===== config.mk =====
export PLATFORM = sky130hd
export DESIGN_NAME = dp_ram_arbiter
export DESIGN_NICKNAME = d
export VERILOG_FILES = /design/src/rtl/dp_ram_arbiter.sv
export SDC_FILE = /design/constraint.sdc
export NUM_CORES = 1
export LEC_CHECK = 0
export BUFFER_PORTS_ARGS = -buffer_cell sky130_fd_sc_hd__buf_4
export CAP_MARGIN = 30
export CORE_AREA = 2 2 117 119
export CTS_BUF_LIST = sky130_fd_sc_hd__clkbuf_4
export DETAILED_ROUTE_END_ITERATION = 8
export DIE_AREA = 0 0 119 121
export HOLD_SLACK_MARGIN = 0.15
export PLACE_DENSITY = 0.56
export SYNTH_ARGS = -nofsm -noshare
export SYNTH_HDL_FRONTEND = slang
export SYNTH_SLANG_ARGS = --single-unit

===== constraint.sdc =====
create_clock -name clk -period 1.5 [get_ports clk]
set_input_delay 0.3 -clock clk [delete_from_list [all_inputs] [get_ports clk]]
set_output_delay 0.3 -clock clk [all_outputs]
set_load 0.05 [all_outputs]

===== src/rtl/dp_ram_arbiter.sv =====
`default_nettype none
// ============================================================================
// Module      : dp_ram_arbiter
// Description : Two-master round-robin arbiter in front of a single sp_ram
//               req/gnt/rvalid port, with in-order response routing.
//               Define ARB_FIXED_PRIO_EN for fixed priority (master A wins).
// Revision    : 1.0 - initial release
// ============================================================================
module dp_ram_arbiter #(
  parameter int ADDR_WIDTH = 32,
  parameter int DATA_WIDTH = 32,
  parameter int MAX_OUTST  = 2
) (
  input  logic                  clk,
  input  logic                  rst_n,

  input  logic                  a_req_i,
  output logic                  a_gnt_o,
  output logic                  a_rvalid_o,
  input  logic [ADDR_WIDTH-1:0] a_addr_i,
  input  logic                  a_we_i,
  input  logic [DATA_WIDTH-1:0] a_wdata_i,
  output logic [DATA_WIDTH-1:0] a_rdata_o,

  input  logic                  b_req_i,
  output logic                  b_gnt_o,
  output logic                  b_rvalid_o,
  input  logic [ADDR_WIDTH-1:0] b_addr_i,
  input  logic                  b_we_i,
  input  logic [DATA_WIDTH-1:0] b_wdata_i,
  output logic [DATA_WIDTH-1:0] b_rdata_o,

  output logic                  mem_req_o,
  input  logic                  mem_gnt_i,
  input  logic                  mem_rvalid_i,
  output logic [ADDR_WIDTH-1:0] mem_addr_o,
  output logic                  mem_we_o,
  output logic [DATA_WIDTH-1:0] mem_wdata_o,
  input  logic [DATA_WIDTH-1:0] mem_rdata_i,

  output logic                  err_o
);

  localparam int c_cnt_w = $clog2(MAX_OUTST + 1);
  localparam int c_ptr_w = (MAX_OUTST > 1) ? $clog2(MAX_OUTST) : 1;
  localparam logic [c_cnt_w-1:0] c_full_cnt = c_cnt_w'(MAX_OUTST);
  localparam logic [c_ptr_w-1:0] c_ptr_last = c_ptr_w'(MAX_OUTST - 1);

  logic [c_cnt_w-1:0]   r_count;
  logic [c_ptr_w-1:0]   r_wr_ptr;
  logic [c_ptr_w-1:0]   r_rd_ptr;
  logic [MAX_OUTST-1:0] r_owner_b;
  logic                 r_lock;
  logic                 r_lock_sel_b;
  logic                 r_err;
`ifndef ARB_FIXED_PRIO_EN
  logic                 r_last_b;
`endif

  logic w_full;
  logic w_any_req;
  logic w_mem_req;
  logic w_sel_b;
  logic w_hs;
  logic w_pop;
  logic w_spurious;
  logic w_head_b;

  function automatic logic [c_ptr_w-1:0] f_next_ptr(input logic [c_ptr_w-1:0] p);
    return (p == c_ptr_last) ? '0 : p + 1'b1;
  endfunction

  assign w_full     = (r_count == c_full_cnt);
  assign w_any_req  = a_req_i | b_req_i;
  assign w_mem_req  = rst_n & w_any_req & ~w_full;
  assign w_hs       = w_mem_req & mem_gnt_i;
  assign w_pop      = rst_n & mem_rvalid_i & (r_count != '0);
  assign w_spurious = mem_rvalid_i & (r_count == '0);
  assign w_head_b   = r_owner_b[r_rd_ptr];

  // A stalled request keeps its owner until sp_ram accepts it.
  always_comb begin
    w_sel_b = 1'b0;
    if (r_lock) begin
      w_sel_b = r_lock_sel_b;
    end else if (a_req_i && b_req_i) begin
`ifdef ARB_FIXED_PRIO_EN
      w_sel_b = 1'b0;
`else
      w_sel_b = ~r_last_b;
`endif
    end else begin
      w_sel_b = b_req_i;
    end
  end

  always_comb begin
    mem_addr_o  = '0;
    mem_we_o    = 1'b0;
    mem_wdata_o = '0;
    if (w_mem_req) begin
      if (w_sel_b) begin
        mem_addr_o  = b_addr_i;
        mem_we_o    = b_we_i;
        mem_wdata_o = b_wdata_i;
      end else begin
        mem_addr_o  = a_addr_i;
        mem_we_o    = a_we_i;
        mem_wdata_o = a_wdata_i;
      end
    end
  end

  assign mem_req_o  = w_mem_req;
  assign a_gnt_o    = w_hs & ~w_sel_b;
  assign b_gnt_o    = w_hs &  w_sel_b;
  assign a_rvalid_o = w_pop & ~w_head_b;
  assign b_rvalid_o = w_pop &  w_head_b;
  assign a_rdata_o  = mem_rdata_i;
  assign b_rdata_o  = mem_rdata_i;
  assign err_o      = r_err;

  always_ff @(posedge clk) begin
    if (!rst_n) begin
      r_count      <= '0;
      r_wr_ptr     <= '0;
      r_rd_ptr     <= '0;
      r_owner_b    <= '0;
      r_lock       <= 1'b0;
      r_lock_sel_b <= 1'b0;
      r_err        <= 1'b0;
`ifndef ARB_FIXED_PRIO_EN
      r_last_b     <= 1'b1;
`endif
    end else begin
      if (w_hs) begin
        r_owner_b[r_wr_ptr] <= w_sel_b;
        r_wr_ptr            <= f_next_ptr(r_wr_ptr);
        r_lock              <= 1'b0;
`ifndef ARB_FIXED_PRIO_EN
        r_last_b            <= w_sel_b;
`endif
      end else if (w_mem_req) begin
        r_lock       <= 1'b1;
        r_lock_sel_b <= w_sel_b;
      end

      if (w_pop) begin
        r_rd_ptr <= f_next_ptr(r_rd_ptr);
      end

      case ({w_hs, w_pop})
        2'b10:   r_count <= r_count + 1'b1;
        2'b01:   r_count <= r_count - 1'b1;
        default: r_count <= r_count;
      endcase

      if (w_spurious) begin
        r_err <= 1'b1;
      end
    end
  end

endmodule
`default_nettype wire


; Yosys cells after proc, flatten, opt, wreduce, memory -nomap -nowiden
; Cells that the tools add are included.
; W data, S select, Z words.
[op_classes]
reduce_logical = 7
bitwise = 17
n_lt_le_gt_ge = 3
eq_ne = 3
add_sub_neg = 4
muxes = 16
[ops]
columns = op, count
row1 = $mux W32, 4
row2 = $and A1 B1 Y1, 10
row3 = $mux W1, 9
row4 = $not A1 Y1, 6
row5 = $eq A2 B2 Y1 const B, 2
row6 = $lt A1 B2 Y1 const B, 2
row7 = $pmux W2 S2, 1
row8 = $reduce_bool A2 Y1, 2
row9 = $add A1 B1 Y1 const B, 2
row10 = $add A2 B1 Y2 const B, 1
row11 = $bwmux W2, 1
row12 = $eq A2 B1 Y1 const B, 1
row13 = $logic_and A1 B1 Y1, 2
row14 = $logic_not A2 Y1, 1
row15 = $reduce_and A2 Y1, 1
row16 = $reduce_or A2 Y1, 1
row17 = $sub A2 B1 Y2 const B, 1
row18 = $demux W1 S1, 1
row19 = $ge A1 B1 Y1 const B, 1
row20 = $or A1 B1 Y1, 1
[word_totals]
input_bits = 168
out_inout_bits = 135
word_cells = 58
register_bits = 10

; Depth between registers and ports, before layout
[logic_depth]
depth_word = 6
mapped_depth = 7
ltp_nobuf = 6

; Worst setup path before layout
; OpenSTA, ideal clock, no wires.
[synth_path]
kind = register -> output
start = reg r_lock
end = out mem_addr_o[15]
path_stages_with_launch = 8
arrival_ns = 1.789
path_buffers = 3
path_slack_ns = -0.589
cell_sequence = dfxtp_1 -> nor2b_2 -> a22o_1 -> buf_2 -> buf_6 -> buf_6 -> nand2_1 -> a21oi_1
[synth_between]
elab_chain_len = 3
[synth_rtl]
columns = element, line
row1 = from (decl), 53  ; logic r_lock;
row2 = from (signal assigned), 129  ; r_lock <= 1'b0;
row3 = from (signal assigned), 139  ; r_lock <= 1'b0;
row4 = from (signal assigned), 144  ; r_lock <= 1'b1;
row5 = $mux W1, 84  ; if (r_lock) begin
row6 = $mux W32, 102  ; if (w_sel_b) begin
row7 = $mux W32, 101  ; if (w_mem_req) begin
row8 = to (decl), 36  ; output logic [ADDR_WIDTH-1:0] mem_addr_o,
; No other way between the ends.

; Worst setup path after layout
[layout_path]
start = reg r_last_b
end = out mem_wdata_o[26]
[layout_between]
elab_chain_len = 5
[layout_rtl]
columns = element, line
row1 = from (decl), 57  ; logic r_last_b;
row2 = from (signal assigned), 141  ; r_last_b <= w_sel_b;
row3 = $not A1 Y1, 90  ; w_sel_b = ~r_last_b;
row4 = $mux W1, 86  ; end else if (a_req_i && b_req_i) begin
row5 = $mux W1, 84
row6 = $mux W32, 102
row7 = $mux W32, 101
row8 = to (decl), 38  ; output logic [DATA_WIDTH-1:0] mem_wdata_o,
; No other way between the ends.

==> metrics <==
status=finished with violations; failing checks=negative setup slack; number of global-route vias before repair=3054; crit path DAT=1.71 ns; Detail Route Antenna Nets=0; drt wl/cell=16.0 um; CP cell instances=nand2_2 > a22oi_2 > buf_6 > buf_8 > buf_12 > nand2_2 > a21oi_4 > buf_6; Die Span X=119 um; CORE AREA=13100 um2; mux cell area share after synthesis=0.516%; final period utilization=134%; Max-cap violations=0; Setup CP Type=flip-flop to output port; first-pass GRT wire length=15800 um; die area=14400 um2; worst rel slew slack=86.0%; Post-Syn Area per Cell=5.73 um2; DR vias=2868; final setup violation count=73; Worst-path clk slew=0.08 ns; Multi-input gate area=2400 um2; Initial Utilization=14.8%; main combinational cell family by area after synthesis=buffers and inverters; simple-gate portion of the synthesized area=32.5%; CTS tree=yes; IO Port Bufs=206; Overall Global Routing Usage=13.5%; synthesized flop and latch total=10; Slew @ Worst Pin=0.203 ns; Final nets=686; FMAX=497 MHz; synthesized net count=507; XOR/XNOR share of the synthesized area=1.36%; top cell family by delay on the critical path=buffers and inverters; Clock Latency Late Sink=0.27 ns; Placer Congestion=0.848; cts hold-fix bufs=0; drt via density=4.15; Root Driver=clkbuf_4; CP Launch Type=flip-flop; post-synthesis to final-layout area growth=188%; Hold Fails Final Rpt=0; Cells after Synth=338; Peak VDD IR=0.000446 V; compound-cell area share of the yosys netlist=22.0%; Mapped Area=1940 um2; grt ovf=0; Post-Route WL=11000 um; hold crit path type=input pin to flip-flop; FP Rows=42; unrepaired setup endpoints after global routing=true; CP bufs+invs=4; Power Total=3.26 mW; Final Max Tran Viols=0; die height=121 um; pwr dens=585 nW/um2; Clock Skews=0.00864 ns; DRC viols=0; slowest CP cell=dfxtp_2; data required time of the worst path=1.20 ns; register area share after synthesis=10.3%; DP HPWL=7760 um; post-synth cell types=32; Reg area=208 um2; setup ws final=-0.514 ns; Adder-Cell Fraction of Synth Area=0.646%; clock tree buffer depth=2; initial drt markers=45; CTS Buf Count=3; Syn. warnings=0; endpoint class of the critical path=output port; Fin Hold WS=0.260 ns; crit-path max FO=5; largest net degree at the start of global routing=35; Final min period=2.01 ns; Layout fillers=1252; clock sinks=10; diode count=0; IO Count=303; Leakage=2.41 nW; initial antenna violation count=0; share of cells above drive strength 1=84.5%; Worst path max stage delay=0.35 ns; DR pass1 iterations=4; H-tree depth=1
## cells in the mapped netlist (all sizes together)
library cell / count / area, um2
a21boi: 1 / 7.51
a21oi: 67 / 335
a22o: 1 / 8.76
a22oi: 1 / 12.5
a31oi: 2 / 12.5
and2: 2 / 12.5
and3b: 1 / 8.76
buf: 83 / 602
clkbuf: 4 / 15.0
dfxtp: 10 / 200
ha: 1 / 12.5
inv: 4 / 15.0
mux2i: 1 / 10.0
nand2: 132 / 495
nand3: 3 / 20.0
nand4: 1 / 12.5
nor2: 6 / 22.5
nor2b: 3 / 21.3
nor3b: 1 / 7.51
o211a: 1 / 10.0
o211ai: 1 / 7.51
o21ai: 3 / 15.0
o21bai: 1 / 7.51
o311a: 1 / 10.0
or2: 1 / 6.26
or2b: 1 / 11.3
or3: 2 / 12.5
xnor2: 3 / 26.3
## cell type report
class                      instances  share of cell area, %
inverter                           4                  0.269
tap                              176                   3.95
clock buffer                       3                  0.404
timing repair buffer             261                   48.6
sequential                        10                   3.73
multi-input combinational        237                   43.1
## sequential cells by signal, indices dropped and copies added, names as in the netlist
register,flops
r_wr_ptr,1
r_owner_b,2
r_count,2
r_last_b,1
r_lock_sel_b,1
r_rd_ptr,1
err_o,1
r_lock,1
## layer usage
| metal | global-route usage (%) | vias up | wire [um] |
|---|---|---|---|
| met4 | 1.64 | 0 | 23 |
| met5 | 0 | - | 0 |
| met1 | 15.9 | 1334 | 4170 |
| met3 | 2.49 | 2 | 723 |
| li1 | - | 1388 | - |
| met2 | 26.0 | 144 | 6110 |
## per-stage QoR
stage | TNS, ns | std cells | instance area (um2) | setup slack, ns | utilization [%]
final | -31.80 | 691 | 5570 | -0.514 | 42.6
after global routing | -36.06 | 691 | 5570 | -0.570 | 42.6
after CTS | -31.57 | 685 | 5130 | -0.503 | 39.2
after detailed placement | -22.49 | 669 | 4490 | -0.389 | 34.3
after global placement | -21.08 | 669 | 4490 | -0.351 | 34.3
after floorplan | -6.52 | 338 | 3010 | -0.152 | -
## placed cells by master, fill, tap and decap left out, drive strengths merged
cell type,n
nand3,3
o211ai,1
nand2,132
a21boi,1
a22oi,1
buf,258
a21oi,67
a22o,1
nor2b,3
or3,2
a31oi,2
dfxtp,10
and3b,1
o211a,1
or2,1
o21bai,1
ha,1
o21ai,3
inv,4
or2b,1
clkbuf,6
xnor2,3
and2,2
nand4,1
nor3b,1
o311a,1
mux2i,1
nor2,6
## power by group
part | internal [mW] | switching, mW
clock | 0.0926 | 0.0983
sequential | 0.293 | 0.0213
combinational | 1.25 | 1.50
## what timing repair did
item / in CTS / in global routing
endpoints found under the setup margin: 72 / 73
pin swaps: 18 / 61
cloned: 6 / 3
resized for setup: 113 / 87
setup buffers: 7 / 3
## final timing paths
kind	slack, ns	startpoint	cells after the start	end
max reg2reg	-0.09	r_last_b$_SDFFE_PN1N_	7	r_owner_b[1]$_SDFFE_PN0P_
min reg2reg	0.47	r_last_b$_SDFFE_PN1N_	2	r_last_b$_SDFFE_PN1N_
max	-0.51	r_last_b$_SDFFE_PN1N_	8	mem_wdata_o[26]
min	0.26	mem_gnt_i	2	r_lock$_SDFFE_PP0P_
## cell families after synthesis
group | count (synthesis)
compound gates | 79
xor+xnor | 3
fa+ha+maj | 1
buf+inv | 91
flops | 10
mux | 1
simple gates | 153
(Power assumes the default switching activity.)
